## config.mk

```make
export PLATFORM = sky130hd
export DESIGN_NAME = pwm_fade_ctrl
export DESIGN_NICKNAME = d
export VERILOG_FILES = /design/src/rtl/pwm_fade_ctrl.sv
export SDC_FILE = /design/constraint.sdc
export NUM_CORES = 1
export LEC_CHECK = 0
export ABC_AREA = 1
export ABC_CLOCK_PERIOD_IN_PS = 7110
export CELL_PAD_IN_SITES_DETAIL_PLACEMENT = 1
export CELL_PAD_IN_SITES_GLOBAL_PLACEMENT = 1
export CORE_UTILIZATION = 45
export DETAILED_ROUTE_END_ITERATION = 8
export PLACE_DENSITY = 0.95
export SLEW_MARGIN = 20
export SYNTH_ARGS = -nofsm -noshare
export SYNTH_HDL_FRONTEND = slang
export SYNTH_SLANG_ARGS = --single-unit
```

## constraint.sdc

```tcl
create_clock -name clk -period 7.11 [get_ports clk]
set_clock_uncertainty 0.05 [all_clocks]
set_input_delay 1.422 -clock clk [delete_from_list [all_inputs] [get_ports clk]]
set_output_delay 1.422 -clock clk [all_outputs]
set_load 0.03 [all_outputs]
```

## src/rtl/pwm_fade_ctrl.sv

```systemverilog
// -----------------------------------------------------------------------------
// pwm_fade_ctrl
//
// Fade controller for a bank of PWM channels. A free-running prescaler emits a
// one-clock step strobe every PRESCALE clocks. Each channel runs a small
// IDLE/RAMP state machine. A command moves the channel's duty value one code
// at a time toward a target. The duty value moves once every (rate + 1) step
// strobes. When the target is reached, a one-clock done pulse is issued.
//
// Optional build macro: PWM_FADE_STATUS_EN
//   When defined, adds irq_clr/irq. Each channel has a sticky flag that is set
//   by that channel's done pulse and cleared by irq_clr. If both happen on the
//   same edge, the set wins. irq is the OR of all flags.
//
// Ports
//   clk         single clock, rising edge
//   rst         asynchronous, active-low reset
//   ena_in      global run enable (0 freezes ramps, holds prescaler at 0)
//   cmd_valid   command request
//   cmd_ready   command accept (combinational from cmd_ch and busy)
//   cmd_ch      target channel; values >= CH are accepted and dropped
//   cmd_target  final duty value
//   cmd_rate    extra step strobes between duty increments (0 = fastest)
//   step        one-clock strobe for the pwm blocks
//   ena         per-channel pwm enable (mirrors ena_in outside reset)
//   duty        packed duty values, channel i at [i*N +: N]
//   busy        channel is ramping
//   done        one-clock pulse when a channel reaches its target
//   irq_clr     (PWM_FADE_STATUS_EN only) clear all sticky done flags
//   irq         (PWM_FADE_STATUS_EN only) OR of sticky done flags
// -----------------------------------------------------------------------------
module pwm_fade_ctrl #(
  parameter int N        = 8,
  parameter int CH       = 3,
  parameter int PRESCALE = 256,
  parameter int RATE_W   = 8
) (
  input  logic              clk,
  input  logic              rst,
  input  logic              ena_in,
  input  logic              cmd_valid,
  output logic              cmd_ready,
  input  logic [1:0]        cmd_ch,
  input  logic [N-1:0]      cmd_target,
  input  logic [RATE_W-1:0] cmd_rate,
  output logic              step,
  output logic [CH-1:0]     ena,
  output logic [CH*N-1:0]   duty,
  output logic [CH-1:0]     busy,
  output logic [CH-1:0]     done
`ifdef PWM_FADE_STATUS_EN
  ,
  input  logic              irq_clr,
  output logic              irq
`endif
);

  typedef enum logic {
    S_IDLE = 1'b0,
    S_RAMP = 1'b1
  } state_t;

  localparam int PS_W = (PRESCALE > 2) ? $clog2(PRESCALE) : 1;
  localparam logic [PS_W-1:0] PS_MAX = PS_W'(PRESCALE - 1);

  // ---------------------------------------------------------------------------
  // Prescaler: counts while enabled, forced back to 0 while disabled.
  // ---------------------------------------------------------------------------
  logic [PS_W-1:0] ps_cnt_reg;
  logic [PS_W-1:0] ps_cnt_next;

  always_ff @(posedge clk or negedge rst) begin
    if (!rst) begin
      ps_cnt_reg <= '0;
    end else begin
      ps_cnt_reg <= ps_cnt_next;
    end
  end

  always_comb begin
    ps_cnt_next = '0;
    if (ena_in && (ps_cnt_reg != PS_MAX)) begin
      ps_cnt_next = ps_cnt_reg + 1'b1;
    end
  end

  // The counter is 0 in reset, and PS_MAX is never 0, so step is low in reset.
  assign step = ena_in & (ps_cnt_reg == PS_MAX);

  // ena follows ena_in but is forced low while reset is held.
  assign ena  = rst ? {CH{ena_in}} : '0;

  // ---------------------------------------------------------------------------
  // Command handshake. busy is padded to the full 2-bit channel space, so that
  // indexing with an out-of-range cmd_ch stays within bounds.
  // ---------------------------------------------------------------------------
  logic [3:0] busy_pad;
  logic       cmd_ch_ok;
  logic       cmd_fire;

  assign busy_pad  = 4'(busy);
  assign cmd_ch_ok = ({1'b0, cmd_ch} < 3'(CH));
  assign cmd_ready = cmd_ch_ok ? ~busy_pad[cmd_ch] : 1'b1;
  assign cmd_fire  = cmd_valid & cmd_ready;

  // ---------------------------------------------------------------------------
  // Per-channel ramp engines
  // ---------------------------------------------------------------------------
  genvar gi;
  generate
    for (gi = 0; gi < CH; gi = gi + 1) begin : g_ch
      state_t            state_reg,  state_next;
      logic [N-1:0]      duty_reg,   duty_next;
      logic [N-1:0]      target_reg, target_next;
      logic [RATE_W-1:0] rate_reg,   rate_next;
      logic [RATE_W-1:0] rcnt_reg,   rcnt_next;
      logic              done_reg,   done_next;
      logic              sel;

      assign sel = cmd_fire && (cmd_ch == 2'(gi));

      always_ff @(posedge clk or negedge rst) begin
        if (!rst) begin
          state_reg  <= S_IDLE;
          duty_reg   <= '0;
          target_reg <= '0;
          rate_reg   <= '0;
          rcnt_reg   <= '0;
          done_reg   <= 1'b0;
        end else begin
          state_reg  <= state_next;
          duty_reg   <= duty_next;
          target_reg <= target_next;
          rate_reg   <= rate_next;
          rcnt_reg   <= rcnt_next;
          done_reg   <= done_next;
        end
      end

      always_comb begin
        state_next  = state_reg;
        duty_next   = duty_reg;
        target_next = target_reg;
        rate_next   = rate_reg;
        rcnt_next   = rcnt_reg;
        done_next   = 1'b0;
        case (state_reg)
          S_IDLE: begin
            if (sel) begin
              if (cmd_target != duty_reg) begin
                target_next = cmd_target;
                rate_next   = cmd_rate;
                rcnt_next   = '0;
                state_next  = S_RAMP;
              end else begin
                // If the channel is already at the target, only report done.
                done_next = 1'b1;
              end
            end
          end
          S_RAMP: begin
            // step is low while ena_in=0, so a disabled ramp freezes here.
            if (step) begin
              if (rcnt_reg == rate_reg) begin
                rcnt_next = '0;
                // On entering RAMP the duty differs from the target, and the
                // ramp ends as soon as they match, so +/-1 never wraps.
                if (target_reg > duty_reg) begin
                  duty_next = duty_reg + 1'b1;
                end else begin
                  duty_next = duty_reg - 1'b1;
                end
                if (duty_next == target_reg) begin
                  state_next = S_IDLE;
                  done_next  = 1'b1;
                end
              end else begin
                rcnt_next = rcnt_reg + 1'b1;
              end
            end
          end
          default: begin
            state_next = S_IDLE;
          end
        endcase
      end

      assign busy[gi]          = (state_reg == S_RAMP);
      assign done[gi]          = done_reg;
      assign duty[gi*N +: N]   = duty_reg;
    end
  endgenerate

`ifdef PWM_FADE_STATUS_EN
  // ---------------------------------------------------------------------------
  // Sticky done flags. A new done pulse overrides a coincident clear.
  // ---------------------------------------------------------------------------
  logic [CH-1:0] flag_reg;
  logic [CH-1:0] flag_next;

  always_ff @(posedge clk or negedge rst) begin
    if (!rst) begin
      flag_reg <= '0;
    end else begin
      flag_reg <= flag_next;
    end
  end

  always_comb begin
    flag_next = done | (flag_reg & ~{CH{irq_clr}});
  end

  assign irq = |flag_reg;
`endif

endmodule

```

[Word-level counts from Yosys, hierarchy flattened]
Index checks and enable logic that the tools add are counted.
Cells by class
  add/subtract/negate cells: 10
  magnitude comparators: 5
  equal/unequal tests: 22
  mux-type cells: 68
  bitwise gates (word level): 6
  reductions and logical operators: 14
Operators by type and width (number)
  $mux 8: 25
  $add 8x1->8 const B: 7
  $eq 8x8->1: 6
  $pmux 8 s2: 3
  $mux 1: 32
  $reduce_and 3->1: 9
  $gt 8x8->1: 3
  $ne 8x8->1: 3
  $sub 8x1->8 const B: 3
  $ne 2x2->1 const B: 9
  $pmux 1 s2: 6
  $eq 8x8->1 const B: 1
  $ne 8x8->1 const B: 1
  $logic_and 1x1->1: 4
  $not 1->1: 4
  $lt 2x3->1 const B: 1
  $mux 3: 1
  $and 1x1->1: 2
  $bmux 1 s2: 1
  $eq 2x1->1 const B: 1
  $eq 2x2->1 const B: 1
  $logic_not 2->1: 1
  $lt 2x2->1 const B: 1
Word-level totals
  bits in registers: 110
  bits of input ports: 22
  output and inout bits: 35
  word-level logic and storage cells: 144

[Logic depth before layout (Yosys ltp)]
Gate-level depths: netlist of run 1.
  depth in word-level cells: 10
  gate-level depth with buffers: 26
  mapped depth without buffers: 26

[Worst setup path after synthesis of run 1]
Ideal clock, no wire load.
  kind: input to output
  start point: in cmd_ch[0]
  end point: out cmd_ready
  arrival: 2068 ps
  required time: 5638 ps
  setup slack: 3570 ps
  stages on the path: 4
  path through: inv_2 nand2_1 nor2_1 nor3_2
Between the ends
  longest elaborated chain between the ends: 4
  elaborated cells on any way between the ends: 5
Ends and longest elaborated chain
  start, declared: RTL line 43  | input logic [1:0] cmd_ch,
  $bmux 1 s2: RTL line 103  | assign cmd_ready = cmd_ch_ok ? ~busy_pad[cmd_ch] : 1'b1;
  $mux 1 (not written as such): RTL line 103
  $not 1->1: RTL line 103
  $mux 1 *: RTL line 103
  end, declared: RTL line 42  | output logic cmd_ready,
Every way passes the cells marked *; elsewhere a longest branch is shown, timed or not. The select of a mux whose other input is x is not followed.

[Worst setup path in the final report of run 1]
Same ends and word-level chain as after synthesis.

==> out/results.txt, run 1 <==
layout cells sized above 1 - 0.0380
Psw - 1.11 mW
Core Area - 16,000 um2
clock-pin slew on the worst setup and hold paths - 0.07 ns
Slew Limit Headroom - 0.412
Post-CTS Hold Buffers - 0
Resized Gates After CTS - 0
Critical Path End Type - output port
clk sinks - 110
reg2reg setup slack - 3.29 ns
IO buf count - 56
R2R Path End - g_ch[2].state_reg
worst slack, placed - 2.49 ns
vias in the first global route - 7,420
Crit path top cell by count - clkdlybuf4s50_1
Worst-Skew Late Latency - 0.37 ns
gp weighted congestion - 0.853
fraction of registers with async set/reset - 1.00
yosys warns - 0
Die Width - 130 um
Worst Hold Class - flip-flop to flip-flop
Seq/Total Area, Yosys - 0.371
clock share of power - 0.205
CP cell instances - clkdlybuf4s50_1 -> inv_2 -> nand2_1 -> nor2_1 -> nor3_2 -> clkdlybuf4s50_1
post-detail-place hpwl - 16,500 um
CP peak stage delay - 0.73 ns
maximum VDD drop - 0.147 mV
Combinational Power Share - 0.436
post-route ant nets - 0
RSZ-0062 raised after global routing - false
Avg Vias per Cell - 5.54
post-synth cell types - 37
largest net degree at the start of global routing - 70
Period Utilization, post-route - 0.651
CP top delay family - buffers and inverters
Die Height - 130 um
ys flop type - dfrtp_1
# DRC - 0
critical path type - input port to output port
drt first pass iters - 4
CTS tree - yes
Setup WS post-layout - 2.48 ns
Total GRT Usage - 0.287
Clock Tree Buf Depth - 2
Min-Delay Startpoint - ps_cnt_reg[0]
Starting Density - 0.464
end of the worst hold path - ps_cnt_reg[0]
Die ar. - 17,000 um2
Synth Register Bits - 110
wire per inst - 17.9 um
DR iter-0 viols - 466
MaxCap Viol Count - 0
ant diodes - 0
std cell rows - 46
GRT overflow - 0
switching share of power - 0.430
first-pass GRT wire length - 37,500 um
Synth-to-Final Area Change - 13.0%
total number of vias - 7,031
WP data required - 5.64 ns
postcts setup bufs - 0
root buffer cell - clkbuf_16
CP Max Fanout - 4
Setup TNS - 0 ns
Mapped Nets - 1,077
antenna violations before repair - 0
Final Setup Violations - 0
Post-Route WL - 22,800 um
Avg Synthesized Cell Area - 7.40 um2
number of synthesized flops with an enable pin - 0
R2R Path Start - g_ch[2].duty_reg[7]
cell area after synthesis - 7430 um2
most frequent cells in the layout - nand2_1, inv_1, dfrtp_1, o21ai_0, nand3_1
Cells after Synth - 1,004
Lkg Pwr - 4.27 nW
Peak Freq - 0.216 GHz
CTS H-tree lvls - 3
WHS Path Cells - 1
Sequential Power Share - 0.359
most common cell after layout, fill and taps aside - nand2_1
cts bufs inserted - 9
status - finished, final reports clean
R2R cell count - 20
max-slew violation count - 0
I/O pin count - 57
arrival time at the worst endpoint - 3.16 ns
final hold vios - 0
Pint - 1.47 mW
min cycle time layout - 4.63 ns
Worst Path Buf+Inv - 3
Worst setup SP type - input port
nets@finish - 1,123
slowest stage cell, crit path - clkdlybuf4s50_1
P per Cell Area - 308 nW/um2
pin slew with the least headroom to its limit - 0.882 ns
worst reg2reg max path: stages, from the launching register on:
cell and delay (ns):
dfrtp_1 0.50, inv_1 0.15, ha_1 0.33, nand2_1 0.10, nor2_1 0.21, nand2_1 0.08
nand2_1 0.11, nand2_1 0.25, ha_1 0.45, nand2_1 0.10, nand2_1 0.08, inv_1 0.08
nand3b_1 0.13, nand3_1 0.26, nand2_1 0.21, nor2_1 0.13, nand2_1 0.06, nor3_1 0.15
nand3_1 0.12, nand2_1 0.08, nand2_1 0.06
how the worst max path moves through the flow:
| stage | endpoint | startpoint | cells past startpoint | slack, ns |
|---|---|---|---|---|
| 2_1_floorplan | cmd_ready | cmd_ch[0] | 4 | 3.57 |
| 3_3_place_gp | cmd_ready | cmd_ch[0] | 6 | 2.56 |
| 3_5_place_dp | cmd_ready | cmd_ch[0] | 6 | 2.49 |
| 4_1_cts | cmd_ready | cmd_ch[0] | 6 | 2.47 |
| 5_1_grt | cmd_ready | cmd_ch[0] | 6 | 2.39 |
| 6_report | cmd_ready | cmd_ch[0] | 6 | 2.48 |
power groups by stage:
stage	registers, mW	clock network, mW	logic (mW)
3_3_place_gp	0.919	0	1.02
3_5_place_dp	0.928	0	1.09
4_1_cts	0.926	0.535	1.13
5_1_grt	0.946	0.556	1.27
2_1_floorplan	0.894	0	0.810
6_report	0.929	0.530	1.13
final cells by class:
class,instances,area [um2]
sequential,110,2750
multi-input combinational,724,3960
tap,216,270
fill,2082,7610
timing repair buffer,57,566
inverter,148,556
clock inverter,4,52.6
clock buffer,11,243
layer usage:
metal,vias to the layer above,track usage,part of all wire
met4,0,0.126,0.035
met3,60,0.0456,0.044
met1,3466,0.346,0.42
met5,-,0,0
li1,3325,-,-
met2,180,0.508,0.50
cells in the mapped netlist, drive strengths merged, types with 19 or more instances:
library cell	instances	area [um2]
nand2	295	1140
inv	148	556
dfrtp	110	2750
o21ai	93	465
nand3	64	320
nor2	62	275
ha	48	601
a21oi	39	195
xor2	24	210
buf	21	159
nor3	21	120
nand4	20	125
xnor2	19	166
cell families (layout without fill, tap and decap cells):
family                   count (synthesis)  count (layout)  share of synthesized area
AO/OA/AOI/OAI                          146             146                      0.102
AND/OR/NAND/NOR                        483             483                      0.287
adder cells (fa/ha/maj)                 51              51                     0.0890
buffers and inverters                  170             220                     0.0967
flip-flops                             110             110                      0.371
XOR/XNOR                                44              44                     0.0539
through the flow:
| stage | hold slack [ns] | utilization | power [mW] | instances | cell area [um2] |
|---|---|---|---|---|---|
| after CTS | 0.429 | 0.525 | 2.59 | 1270 | 8390 |
| after detailed placement | 0.418 | 0.506 | 2.02 | 1255 | 8100 |
| final | 0.428 | 0.525 | 2.59 | 1270 | 8390 |
| after floorplan | 0.383 | - | 1.70 | 1004 | 7430 |
| after global routing | 0.453 | 0.525 | 2.77 | 1270 | 8390 |
| after global placement | 0.404 | 0.506 | 1.93 | 1255 | 8100 |
(Power assumes the default switching activity.)
==> run 2, diff against run 1 <==
--- a/config.mk
+++ b/config.mk
@@ -6,12 +6,12 @@
 export NUM_CORES = 1
 export LEC_CHECK = 0
 export ABC_AREA = 1
-export ABC_CLOCK_PERIOD_IN_PS = 7110
+export ABC_CLOCK_PERIOD_IN_PS = 4100
 export CELL_PAD_IN_SITES_DETAIL_PLACEMENT = 1
 export CELL_PAD_IN_SITES_GLOBAL_PLACEMENT = 1
-export CORE_UTILIZATION = 45
+export CORE_UTILIZATION = 40
 export DETAILED_ROUTE_END_ITERATION = 8
-export PLACE_DENSITY = 0.95
+export PLACE_DENSITY = 0.9
 export SLEW_MARGIN = 20
 export SYNTH_ARGS = -nofsm -noshare
 export SYNTH_HDL_FRONTEND = slang
==> constraint.sdc (replaced) <==
create_clock -name clk -period 4.1 [get_ports clk]
set_clock_uncertainty 0.05 [all_clocks]
set_input_delay 0.82 -clock clk [delete_from_list [all_inputs] [get_ports clk]]
set_output_delay 0.82 -clock clk [all_outputs]
set_load 0.03 [all_outputs]
==> out/results.txt, run 2 (same netlist as run 1, synthesis figures left out) <==
post-placement cell count - 1,271 (+1.3%)
CP Max Fanout - 9 (+5)
layout cells sized above 1 - 0.0407 (+0.00273)
# DRC - 6 (+6)
critical path type - flip-flop to flip-flop
root buffer cell - clkbuf_16
CTS H-tree lvls - 3 (unchanged)
total power draw - 4.34 mW (+68%)
most frequent cells in the layout - nand2_1, inv_1, dfrtp_1, o21ai_0, nand3_1
R2R Path Start - g_ch[1].duty_reg[2]
most common cell after layout, fill and taps aside - nand2_1
R2R Path End - g_ch[1].done_reg
Post-CTS Hold Buffers - 0 (unchanged)
GRT overflow - 0 (unchanged)
Final Setup Violations - 0 (unchanged)
Worst-Skew Late Latency - 0.37 ns (about the same)
Clock Tree Buf Depth - 2 (unchanged)
post-detail-place hpwl - 16,500 um (about the same)
largest net degree at the start of global routing - 76 (+8.6%)
DR iter-0 viols - 357 (-23%)
antenna violations before repair - 0 (unchanged)
RSZ-0062 raised after global routing - false
std cell rows - 49 (+6.5%)
WP data required - 4.28 ns (-1.36 ns)
violated checks - DRC
CP cell instances - inv_1 -> ha_1 -> nand2_1 -> inv_1 -> nand2_1 -> nand2_1 -> nand2_1 -> nand2_1 -> nand2_1 -> ha_1 -> nand2_1 -> nand2_1 -> inv_1 -> nand2_1 -> a21oi_1 -> inv_1 -> nand3_1 -> nand3_1 -> nand3_1 -> a21oi_1
ant diodes - 0 (unchanged)
nets@finish - 1,126 (+0.27%)
Die Height - 138 um (+6.0%)
Starting Density - 0.411 (-0.0535)
maximum VDD drop - 0.235 mV (+60%)
I/O pin count - 57 (unchanged)
CTS tree - yes
Critical Path End Type - flip-flop
count of non-filler cells in the finished layout - 1,286 (+1.3%)
R2R cell count - 20 (unchanged)
Avg Vias per Cell - 5.32 (-3.9%)
final hold vios - 0 (unchanged)
post-route ant nets - 0 (unchanged)
Die Width - 138 um (+6.0%)
Layout fillers - 2,262 (+8.6%)
reg2reg setup slack - 0.66 ns (-2.63 ns)
Peak Freq - 0.291 GHz
total number of vias - 6,839 (-2.7%)
Core Area - 18,100 um2 (+13%)
vias in the first global route - 7,249 (-2.3%)
gp weighted congestion - 0.863 (+1.1%)
Die ar. - 19,100 um2 (+12%)
Resized Gates After CTS - 0 (unchanged)
Crit path top cell by count - nand2_1
clk sinks - 110 (unchanged)
P per Cell Area - 516 nW/um2 (+67%)
status - complete, but fails checks
Final Core Density - 0.465 (-0.0595)
Period Utilization, post-route - 0.838
Worst Hold Class - input port to async pin
Post-Route WL - 21,100 um (-7.6%)
max-slew violation count - 0 (unchanged)
pin slew with the least headroom to its limit - 0.984 ns (+0.103 ns)
drt first pass iters - 7 (+3)
first-pass GRT wire length - 35,500 um (-5.3%)
cts bufs inserted - 9 (unchanged)
Slew Limit Headroom - 0.344 (-0.0684)
arrival time at the worst endpoint - 3.62 ns (+0.46 ns)
wire per inst - 16.4 um (-8.7%)
Worst setup SP type - flip-flop
hold_ws - 0.357 ns (-0.0711 ns)
Total GRT Usage - 0.234 (-0.0534)
Setup TNS - 0 ns (unchanged)
postcts setup bufs - 0 (unchanged)
Synth-to-Final Area Change - 13.3%
min cycle time layout - 3.44 ns
CP peak stage delay - 0.48 ns (-0.25 ns)
slowest stage cell, crit path - ha_1
MaxCap Viol Count - 0 (unchanged)
Lkg Pwr - 4.27 nW (about the same)
IO buf count - 56 (unchanged)
clock-pin slew on the worst setup and hold paths - 0.08 ns (about the same)
-- run 2: cell count changes in the layout (fill, tap and decap cells not counted) --
| cell | delta |
|---|---|
| buf_4 | +3 |
| bufinv_16 | -1 |
| clkinv_4 | +1 |
-- run 2: worst max path at each step --
| stage | from | end | slack [ns] | depth (start not counted) |
|---|---|---|---|---|
| after floorplan | g_ch[2].duty_reg[7] | g_ch[2].state_reg | 1.07 | 19 |
| after global placement | cmd_target[3] | g_ch[0].rcnt_reg[3] | 0.75 | 10 |
| after detailed placement | cmd_target[3] | g_ch[0].rcnt_reg[1] | 0.69 | 10 |
| after CTS | g_ch[2].duty_reg[7] | g_ch[2].done_reg | 0.67 | 18 |
| after global routing | g_ch[2].duty_reg[7] | g_ch[2].done_reg | 0.33 | 19 |
| final | g_ch[1].duty_reg[2] | g_ch[1].done_reg | 0.66 | 20 |
-- run 2: power by group --
group / switching [mW] / internal (mW) / total [mW]
clock network: 0.429 / 0.431 / 0.860
registers: 0.283 / 1.32 / 1.61
logic: 1.13 / 0.742 / 1.88
-- run 2: metrics by stage --
step / instance area, um2 / setup WS, ns
after global routing: 8410 / 0.332
after global placement: 8140 / 0.752
after CTS: 8410 / 0.670
final: 8410 / 0.664
after detailed placement: 8140 / 0.690
after floorplan: 7430 / 1.07
-- run 2: worst max-delay path: cells and delay by family (launching register included) --
family,cells,cell delay [ns]
and+or+nand+nor,12,1.22
AOI/OAI and AO/OA,2,0.40
DFF,1,0.46
adders and majority gates,2,0.77
buffers and inverters,4,0.39
-- run 2: final cells by class --
type | count | area, um2 | area share
Clock buffer | 11 | 243 | 0.0289
Inverter | 148 | 556 | 0.0660
Clock inverter | 4 | 31.3 | 0.00372
Sequential cell | 110 | 2750 | 0.327
Multi-Input combinational cell | 724 | 3960 | 0.470
Timing Repair Buffer | 60 | 588 | 0.0699
Tap cell | 229 | 287 | 0.0341
-- run 2: per-layer routing --
metal / track usage / wire length [um] / share of wire / vias up
li1: - / - / - / 3318
met1: 0.289 / 9290 / 0.44 / 3361
met2: 0.412 / 10400 / 0.50 / 118
met3: 0.0281 / 715 / 0.034 / 42
met4: 0.102 / 624 / 0.030 / 0
met5: 0 / 0 / 0 / -
